File: src/rtl/nibble_alu_pkg.sv
// Shared types for the nibble-serial ALU: op codes, FSM states, flag bit positions.
// Latency: n/a (package).
// Backpressure: n/a (package).
// The ADJ state exists only when NIBBLE_ALU_DAA_EN is defined.
package nibble_alu_pkg;

    typedef enum logic [3:0] {
        OP_ADD = 4'h0,
        OP_ADC = 4'h1,
        OP_SUB = 4'h2,
        OP_SBC = 4'h3,
        OP_AND = 4'h4,
        OP_XOR = 4'h5,
        OP_OR  = 4'h6,
        OP_CP  = 4'h7,
        OP_INC = 4'h8,
        OP_DEC = 4'h9,
        OP_DAA = 4'hA
    } op_e;

`ifdef NIBBLE_ALU_DAA_EN
    typedef enum logic [1:0] {
        S_IDLE = 2'd0,
        S_CALC = 2'd1,
        S_ADJ  = 2'd2,
        S_DONE = 2'd3
    } state_e;
`else
    typedef enum logic [1:0] {
        S_IDLE = 2'd0,
        S_CALC = 2'd1,
        S_DONE = 2'd3
    } state_e;
`endif

    // Bit positions inside the {Z,N,H,C} flag vector.
    localparam int FLAG_C = 0;
    localparam int FLAG_H = 1;
    localparam int FLAG_N = 2;
    localparam int FLAG_Z = 3;

    // Carry/borrow fed into nibble 0. INC/DEC reuse the chain with a forced
    // +/-1 so the same slice handles them.
    function automatic logic init_carry(input logic [3:0] op, input logic [3:0] flags);
        case (op)
            OP_ADC, OP_SBC: return flags[FLAG_C];
            OP_INC, OP_DEC: return 1'b1;
            default:        return 1'b0;
        endcase
    endfunction

endpackage

File: src/rtl/nibble_alu_slice.sv
// 4-bit add/subtract/logic slice, one nibble of the serial ALU datapath.
// Latency: combinational.
// Backpressure: none (pure function of inputs).
// Ports: op (op code), a4/b4 (operand nibbles), cin (carry or borrow in),
//        r4 (result nibble), cout (carry or borrow out; 0 for logic ops).
module nibble_alu_slice
    import nibble_alu_pkg::*;
(
    input  logic [3:0] op,
    input  logic [3:0] a4,
    input  logic [3:0] b4,
    input  logic       cin,
    output logic [3:0] r4,
    output logic       cout
);

    logic [4:0] sum;
    logic [4:0] diff;
    logic [4:0] inc;
    logic [4:0] dec;

    always_comb begin
        sum  = {1'b0, a4} + {1'b0, b4} + {4'b0000, cin};
        // Bit 4 of a 5-bit difference is the borrow out.
        diff = {1'b0, a4} - {1'b0, b4} - {4'b0000, cin};
        inc  = {1'b0, b4} + {4'b0000, cin};
        dec  = {1'b0, b4} - {4'b0000, cin};
        r4   = a4;
        cout = 1'b0;
        case (op)
            OP_ADD, OP_ADC:        {cout, r4} = sum;
            OP_SUB, OP_SBC, OP_CP: {cout, r4} = diff;
            OP_AND:                r4 = a4 & b4;
            OP_XOR:                r4 = a4 ^ b4;
            OP_OR:                 r4 = a4 | b4;
            OP_INC:                {cout, r4} = inc;
            OP_DEC:                {cout, r4} = dec;
            default:               ;
        endcase
    end

endmodule

File: src/rtl/nibble_alu.sv
// Nibble-serial ALU: one 4-bit slice per cycle, LSB first, flags in {Z,N,H,C} order.
// Latency: out_valid from edge T+NIBBLES+1 after accept at T (T+2 for DAA).
// Backpressure: result/flag_out held with out_valid until out_ready; in_ready low while busy.
// Ports: clk, reset (sync, active high); in_valid/in_ready request handshake with
//        op, a, b, flag_in; out_valid/out_ready result handshake with result, flag_out.
// Optional: define NIBBLE_ALU_DAA_EN to enable op A (DAA) via the ADJ state.
module nibble_alu
    import nibble_alu_pkg::*;
#(
    parameter int WIDTH = 8
) (
    input  logic             clk,
    input  logic             reset,
    input  logic             in_valid,
    output logic             in_ready,
    input  logic [3:0]       op,
    input  logic [WIDTH-1:0] a,
    input  logic [WIDTH-1:0] b,
    input  logic [3:0]       flag_in,
    output logic             out_valid,
    input  logic             out_ready,
    output logic [WIDTH-1:0] result,
    output logic [3:0]       flag_out
);

    localparam int NIBBLES = WIDTH / 4;
    localparam int CNT_W   = (NIBBLES > 1) ? $clog2(NIBBLES) : 1;
    // H is the carry out of the second-highest nibble; at WIDTH=4 it
    // collapses onto the single nibble, making H equal to C.
    localparam int H_IDX   = (NIBBLES > 1) ? NIBBLES - 2 : 0;
    localparam logic [CNT_W-1:0] CNT_LAST = CNT_W'(NIBBLES - 1);
    localparam logic [CNT_W-1:0] CNT_H    = CNT_W'(H_IDX);

    state_e           state;
    logic [3:0]       op_q;
    logic [WIDTH-1:0] a_q;
    logic [WIDTH-1:0] b_q;
    logic [3:0]       flag_q;
    logic [WIDTH-1:0] acc;
    logic [CNT_W-1:0] cnt;
    logic             c_q;
    logic             h_q;

    logic [3:0]       s_r4;
    logic             s_cout;
    logic [WIDTH-1:0] fin_result;
    logic [3:0]       fin_flags;
    logic             z_acc;

    assign in_ready = (state == S_IDLE);

    nibble_alu_slice u_slice (
        .op   (op_q),
        .a4   (4'(a_q >> {cnt, 2'b00})),
        .b4   (4'(b_q >> {cnt, 2'b00})),
        .cin  (c_q),
        .r4   (s_r4),
        .cout (s_cout)
    );

`ifdef NIBBLE_ALU_DAA_EN
    // Decimal adjust of the low byte; upper bits pass through untouched.
    logic [31:0]      a_ext;
    logic [7:0]       daa_lo;
    logic             daa_c;
    logic [WIDTH-1:0] daa_res;

    always_comb begin
        a_ext  = 32'(a_q);
        daa_lo = a_ext[7:0];
        daa_c  = flag_q[FLAG_C];
        if (!flag_q[FLAG_N]) begin
            if (flag_q[FLAG_C] || (a_ext[7:0] > 8'h99)) begin
                daa_lo = daa_lo + 8'h60;
                daa_c  = 1'b1;
            end
            if (flag_q[FLAG_H] || (a_ext[3:0] > 4'd9)) begin
                daa_lo = daa_lo + 8'h06;
            end
        end else begin
            if (flag_q[FLAG_C]) begin
                daa_lo = daa_lo - 8'h60;
            end
            if (flag_q[FLAG_H]) begin
                daa_lo = daa_lo - 8'h06;
            end
        end
        daa_res = WIDTH'({a_ext[31:8], daa_lo});
    end
`endif

    // Final result/flag selection from the completed accumulator.
    always_comb begin
        z_acc      = (acc == '0);
        fin_result = acc;
        fin_flags  = 4'b0000;
        case (op_q)
            OP_ADD, OP_ADC: begin
                fin_flags[FLAG_C] = c_q;
                fin_flags[FLAG_H] = h_q;
                fin_flags[FLAG_Z] = z_acc;
            end
            OP_SUB, OP_SBC, OP_CP: begin
                // CP keeps a as the result but reports flags of a-b.
                if (op_q == OP_CP) begin
                    fin_result = a_q;
                end
                fin_flags[FLAG_C] = c_q;
                fin_flags[FLAG_H] = h_q;
                fin_flags[FLAG_N] = 1'b1;
                fin_flags[FLAG_Z] = z_acc;
            end
            OP_AND: begin
                fin_flags[FLAG_H] = 1'b1;
                fin_flags[FLAG_Z] = z_acc;
            end
            OP_XOR, OP_OR: begin
                fin_flags[FLAG_Z] = z_acc;
            end
            OP_INC, OP_DEC: begin
                fin_flags[FLAG_C] = flag_q[FLAG_C];
                fin_flags[FLAG_H] = h_q;
                fin_flags[FLAG_N] = (op_q == OP_DEC);
                fin_flags[FLAG_Z] = z_acc;
            end
`ifdef NIBBLE_ALU_DAA_EN
            OP_DAA: begin
                fin_flags[FLAG_C] = c_q;
                fin_flags[FLAG_N] = flag_q[FLAG_N];
                fin_flags[FLAG_Z] = z_acc;
            end
`endif
            default: begin
                fin_result = a_q;
                fin_flags  = flag_q;
            end
        endcase
    end

    always_ff @(posedge clk) begin
        if (reset) begin
            state     <= S_IDLE;
            op_q      <= 4'h0;
            a_q       <= '0;
            b_q       <= '0;
            flag_q    <= 4'h0;
            acc       <= '0;
            cnt       <= '0;
            c_q       <= 1'b0;
            h_q       <= 1'b0;
            result    <= '0;
            flag_out  <= 4'h0;
            out_valid <= 1'b0;
        end else begin
            case (state)
                S_IDLE: begin
                    if (in_valid) begin
                        op_q   <= op;
                        a_q    <= a;
                        b_q    <= b;
                        flag_q <= flag_in;
                        acc    <= '0;
                        cnt    <= '0;
                        c_q    <= init_carry(op, flag_in);
                        h_q    <= 1'b0;
`ifdef NIBBLE_ALU_DAA_EN
                        state  <= (op == OP_DAA) ? S_ADJ : S_CALC;
`else
                        state  <= S_CALC;
`endif
                    end
                end
                S_CALC: begin
                    // acc was cleared on accept, so OR-ing in each nibble builds the word.
                    acc <= acc | (WIDTH'(s_r4) << {cnt, 2'b00});
                    c_q <= s_cout;
                    if (cnt == CNT_H) begin
                        h_q <= s_cout;
                    end
                    if (cnt == CNT_LAST) begin
                        state <= S_DONE;
                    end else begin
                        cnt <= cnt + 1'b1;
                    end
                end
`ifdef NIBBLE_ALU_DAA_EN
                S_ADJ: begin
                    acc   <= daa_res;
                    c_q   <= daa_c;
                    state <= S_DONE;
                end
`endif
                S_DONE: begin
                    // First DONE cycle registers the outputs; out_valid then
                    // holds them until the consumer takes the result.
                    if (!out_valid) begin
                        result    <= fin_result;
                        flag_out  <= fin_flags;
                        out_valid <= 1'b1;
                    end else if (out_ready) begin
                        out_valid <= 1'b0;
                        state     <= S_IDLE;
                    end
                end
                default: state <= S_IDLE;
            endcase
        end
    end

endmodule

File: config.mk
export PLATFORM = sky130hd
export DESIGN_NAME = nibble_alu
export DESIGN_NICKNAME = d
export VERILOG_FILES = /design/src/rtl/nibble_alu_pkg.sv /design/src/rtl/nibble_alu_slice.sv /design/src/rtl/nibble_alu.sv
export SDC_FILE = /design/constraint.sdc
export NUM_CORES = 1
export LEC_CHECK = 0
export BUFFER_PORTS_ARGS = -buffer_cell sky130_fd_sc_hd__buf_2
export CELL_PAD_IN_SITES_DETAIL_PLACEMENT = 1
export CELL_PAD_IN_SITES_GLOBAL_PLACEMENT = 1
export CORE_MARGIN = 4
export CORE_UTILIZATION = 44
export DETAILED_ROUTE_END_ITERATION = 8
export PLACE_DENSITY = 0.79
export SETUP_SLACK_MARGIN = 0.02
export SYNTH_ARGS = -nofsm -noshare
export SYNTH_HDL_FRONTEND = slang
export SYNTH_HIERARCHICAL = 1
export SYNTH_SLANG_ARGS = --single-unit
File: constraint.sdc
create_clock -name clk -period 3.5 [get_ports clk]
set_clock_uncertainty 0.15 [all_clocks]
set_input_delay 0.175 -clock clk [delete_from_list [all_inputs] [get_ports clk]]
set_output_delay 0.175 -clock clk [all_outputs]
set_load 0.02 [all_outputs]
== Word-level counts from Yosys, hierarchy flattened ==
Cells that the tools add are included.

* Flip-flop bits (word level): 50
* Bits of input ports: 28
* Output and inout bits: 14
* Logic and storage cells: 93

* $add $sub $neg: 7
* Equal/unequal tests: 20
* Shift-type cells: 3
* Mux-type cells: 25
* Bitwise operators: 5
* Reductions and logical operators: 21

{| class="wikitable"
|+ Operators with widths
! cell !! number
|-
| $pmux W8 S2 || 2
|-
| $pmux W4 S7 || 1
|-
| $eq A4 B3 Y1 const B || 4
|-
| $eq A4 B4 Y1 const B || 4
|-
| $mux W8 || 2
|-
| $shr A8 B3 Y4 || 2
|-
| $reduce_or A7 Y1 || 2
|-
| $eq A4 B2 Y1 const B || 3
|-
| $ne A2 B2 Y1 const B || 5
|-
| $pmux W1 S2 || 5
|-
| $reduce_or A10 Y1 || 1
|-
| $reduce_or A2 Y1 || 5
|-
| $reduce_or A5 Y1 || 2
|-
| $eq A4 B1 Y1 const B || 2
|-
| $logic_not A8 Y1 || 1
|-
| $mux W2 || 4
|-
| $or A8 B8 Y8 || 1
|-
| $shl A4 B3 Y8 || 1
|-
| $mux W1 || 7
|-
| $pmux W1 S3 || 2
|-
| $pmux W2 S3 || 1
|-
| $reduce_and A2 Y1 || 3
|-
| $reduce_or A3 Y1 || 2
|-
| $add A4 B1 Y5 || 1
|-
| 18 further kinds || 18
|}

== Depth between registers and ports, before layout ==
* Word-level depth: 7
* Mapped depth: 14
* Depth with buffers taken out: 12

== Hierarchy ==
Netlist, hierarchy kept.

{| class="wikitable"
|+ Modules (own cells, without submodules)
! module !! times used !! cells an instance !! area each (um^2) !! sequential area each (um^2)
|-
| nibble_alu || 1 || 255 || 2270.9 || 1001.0
|-
| nibble_alu_slice || 1 || 117 || 888.4 || 0.0
|}

== Worst setup path after synthesis ==
OpenSTA, ideal clock, no wires.

* Kind: register -> register
* Start: reg cnt
* End: reg acc[5]
* Library setup time: 0.132 ns
* Data arrival time: 2.826 ns
* Data required time: 3.218 ns
* Setup slack: 0.392 ns
* Stages on the path, launching flop included: 13
* Buffers on the path: 2
* Clock period less this slack: 3.108 ns
* Path through: dfxtp_1 > buf_2 > buf_2 > mux2_2 > fa_1 > fa_1 > nor2b_1 > a311oi_2 > a211oi_2 > a221oi_1 > nor2_1 > a31oi_1 > nor3_1

* Word-level cells in the longest chain between the ends: 7
* Elaborated cells between the ends (all ways): 15
* Those cells by class: add/sub: 6; shift: 3; mux: 2; bitwise: 4

{| class="wikitable"
|+ Ends and longest elaborated chain
! what !! RTL line !! source
|-
| start: declaration || nibble_alu.sv:40 || <nowiki>logic [CNT_W-1:0] cnt;</nowiki>
|-
| start signal: assignment || nibble_alu.sv:183 || <nowiki>cnt <= cnt + 1'b1;</nowiki>
|-
| $shr A8 B3 Y4 (on tied branches) || nibble_alu.sv:54, nibble_alu.sv:55 ||
|-
| $sub A4 B4 Y5 / $add A4 B4 Y5 (equally long branches) || nibble_alu_slice.sv:25, nibble_alu_slice.sv:23 ||
|-
| $sub A5 B1 Y5 / $add A5 B1 Y5 (equally long branches) || nibble_alu_slice.sv:25, nibble_alu_slice.sv:23 ||
|-
| $pmux W4 S7 * || nibble_alu_slice.sv:30 || <nowiki>case (op)</nowiki>
|-
| via s_r4[1] || nibble_alu.sv:44 || <nowiki>logic [3:0] s_r4;</nowiki>
|-
| $shl A4 B3 Y8 * || nibble_alu.sv:175 || <nowiki>acc <= acc | (WIDTH'(s_r4) << {cnt, 2'b00});</nowiki>
|-
| $or A8 B8 Y8 * || nibble_alu.sv:175 ||
|-
| $pmux W8 S2 * || nibble_alu.sv:155 || <nowiki>case (state)</nowiki>
|-
| end signal: assignment || nibble_alu.sv:175 ||
|-
| end: declaration || nibble_alu.sv:39 || <nowiki>logic [WIDTH-1:0] acc;</nowiki>
|}

The timed path passes the listed nets; every way through them passes the cells marked *.
A chain may end at the register's enable or synchronous reset.

== Final worst setup path ==
Same ends and word-level chain as after synthesis.

==> impl_metrics.toml <==
[yosys]
yosysTopAreaCell = "dfxtp_1"
ys_seq_area_share_pct = 31.7
avgSynthCellArea_um2 = 8.49
synth_fp_nets = 423
synth_top_area_share_pct = 31.7
synth.most_common_cell = "nand2_1"
synthTopCellsByArea = "dfxtp_1, ha_1, nand2_1"
synth_seq_cells = 50
synth_edf_count = 0
synth_common_cells = "nand2_1, dfxtp_1, o21ai_0"
async_flop_share_pct = 0
synth_top_flop_cell = "dfxtp_1"
syn_inst = 372
syn_area_mm2 = 0.00316
synth_cell_types = 58
yosys_warnings = 6

[setup_path]
critPathMaxFanout = 7
crit_type = "reg -> reg"
critical_path.startpoint = "cnt$_SDFFE_PP0P_"
crit_path_end_kind = "flip-flop"
worstPathArrival_ns = 3.13
required_ns = 3.53
cp-start-kind = "flip-flop"
rr_startpoint = "cnt$_SDFFE_PP0P_"

[die]
die_h_um = 92.7
die_w_um = 92.7
initial_utilization_pct = 46.0
io_pins = 42
core-area_mm2 = 0.00687
row_count = 30
die_area_mm2 = 0.00860

[sta]
setup_tns_ns = 0
setup_viol = 0
rsz0062_at_grt = "no"
period_needed_ns = 3.10
fmax_ghz = 0.322
slew_violations = 0
postLayoutSetupSlackWorst_ns = 0.395
finalHoldViolCount = 0
slew_headroom_pct = 39.3
worst_slew_pin_slew_ns = 0.910
min_period_over_period_pct = 88.7

[global_route]
grt_max_degree = 25
grt_pass1_vias = 3074
overflow = 0
grt_pass1_wl_um = 15300
grt_usage_pct = 22.1
antenna_found_initial = 0

[hold_path]
min_path_type = "in -> reg"
worst_hold_startpoint = "out_ready"

[cts]
cts.clk_slew.worst_paths_ns = 0.11
clkSinkCount = 50
clk_latency_ns = 0.31
cts_tree = "yes"
htreeDepth = 2
cts_buffers = 5
cts_root_buffer = "clkbuf_8"
clock_path_buffers = 2

[status]
status = "finished, final reports clean"

[job]
max_cap_viol_count = 0

[final_layout]
synthToLayoutAreaGrowth_pct = 16.7
diodes = 0
n_fill_cell = 830
fin_nets = 477
layout-drive-gt1-share_pct = 23.2

[route]
vias = 2884
antenna_left = 0
drc = 0
drt-total-wl_um = 9090
first_iter_violations = 108
wl_per_cell_um = 17.4
via_per_inst = 5.51
drtPass1Iterations = 4

[placement]
hpwl_um = 6520
gp_congestion = 0.951
portBuffers = 41
dpl_worst_slack_ns = 0.304

[power_and_ir_drop]
p_per_area_mw_per_mm2 = 362
irDropWorstVdd_mv = 0.206
p_leak_nw = 1.48
==> area by class of cell <==
type | instances | area (um^2) | area share [%]
flip-flops and latches | 50 | 1000 | 27.2
clock inverters | 3 | 28.8 | 0.780
well taps | 96 | 120 | 3.26
multi-input cells | 279 | 1900 | 51.5
inverters | 17 | 63.8 | 1.73
clock buffers | 5 | 68.8 | 1.87
repair buffers | 73 | 505 | 13.7
==> where the power goes <==
part / leakage, nW / internal, mW / total, mW / switching [mW]
clock network: 0.0502 / 0.148 / 0.360 / 0.211
logic: 1.02 / 0.152 / 0.343 / 0.191
registers: 0.408 / 0.597 / 0.634 / 0.0373
==> worst max-delay path, stage by stage (launching register included) <==
cell and delay [ns]:
dfxtp_2 0.42, mux2_2 0.42, fa_1 0.47, fa_1 0.44
nor2b_1 0.15, a311oi_2 0.28, a211oi_2 0.07, a221oi_1 0.22
nor2_1 0.11, a31oi_1 0.19, nor3_1 0.06
==> timing repair <==
item                                    4_1_cts  5_1_grt
endpoints found under the setup margin        0        1
hold buffers                                 24        0
endpoints found under the hold margin        24        0
gates resized for setup                       0        1
buffers inserted                              0        0
==> registers in the layout (all words and copies together) (netlist names), 2 cells and up <==
register,count
a_q,8
state,2
flag_out,4
acc,8
result,8
op_q,4
flag_q,4
b_q,8
==> metal layers <==
layer / track usage [%] / wire, um / up-vias
met4: 4.52 / 108 / 0
met1: 27.2 / 3970 / 1406
met2: 40.7 / 4680 / 57
met5: 0 / 0 / -
met3: 3.49 / 333 / 9
li1: - / - / 1412
==> metrics by stage <==
stage	hold slack [ns]	total power, mW	util (%)	instances	instance area [um^2]
2_1_floorplan	0.152	0.886	-	372	3160
3_3_place_gp	0.265	0.952	48.7	491	3350
3_5_place_dp	0.269	0.964	48.7	491	3350
4_1_cts	0.0185	1.35	53.7	523	3690
5_1_grt	0.0529	1.41	53.7	523	3690
6_report	0.0233	1.34	53.7	523	3690
==> final timing paths <==
path | cells after the start | slack (ns) | endpoint
max | 10 | 0.40 | acc[5]$_SDFFE_PP0P_
min | 3 | 0.02 | state[1]$_SDFFE_PP0P_
max reg2reg | 10 | 0.40 | acc[5]$_SDFFE_PP0P_
min reg2reg | 2 | 0.31 | b_q[5]$_SDFFE_PP0P_
==> cells in the final DEF, fill, tap and decap left out, types with 16 or more instances in the layout <==
master,Yosys,final
ha_1,19,19
dlygate4sd3_1,0,24
nand3_1,17,17
o21ai_0,25,25
nand2_1,56,56
inv_1,16,16
a21oi_1,24,24
buf_2,13,41
dfxtp_1,50,49
nor2_1,16,16
a21oi_2,17,17
==> logic make-up (layout without fill, tap and decap cells) <==
group / Yosys count / in the layout / synth area share, %
adder cells (fa/ha/maj): 23 / 23 / 10.1
AO/OA/AOI/OAI: 113 / 113 / 23.9
multiplexers: 15 / 15 / 5.31
AND/OR/NAND/NOR: 121 / 121 / 18.9
XOR/XNOR: 7 / 7 / 1.94
buffers and inverters: 43 / 98 / 8.24
flip-flops: 50 / 50 / 31.7
No activity file was read; power rests on OpenSTA's default activity.
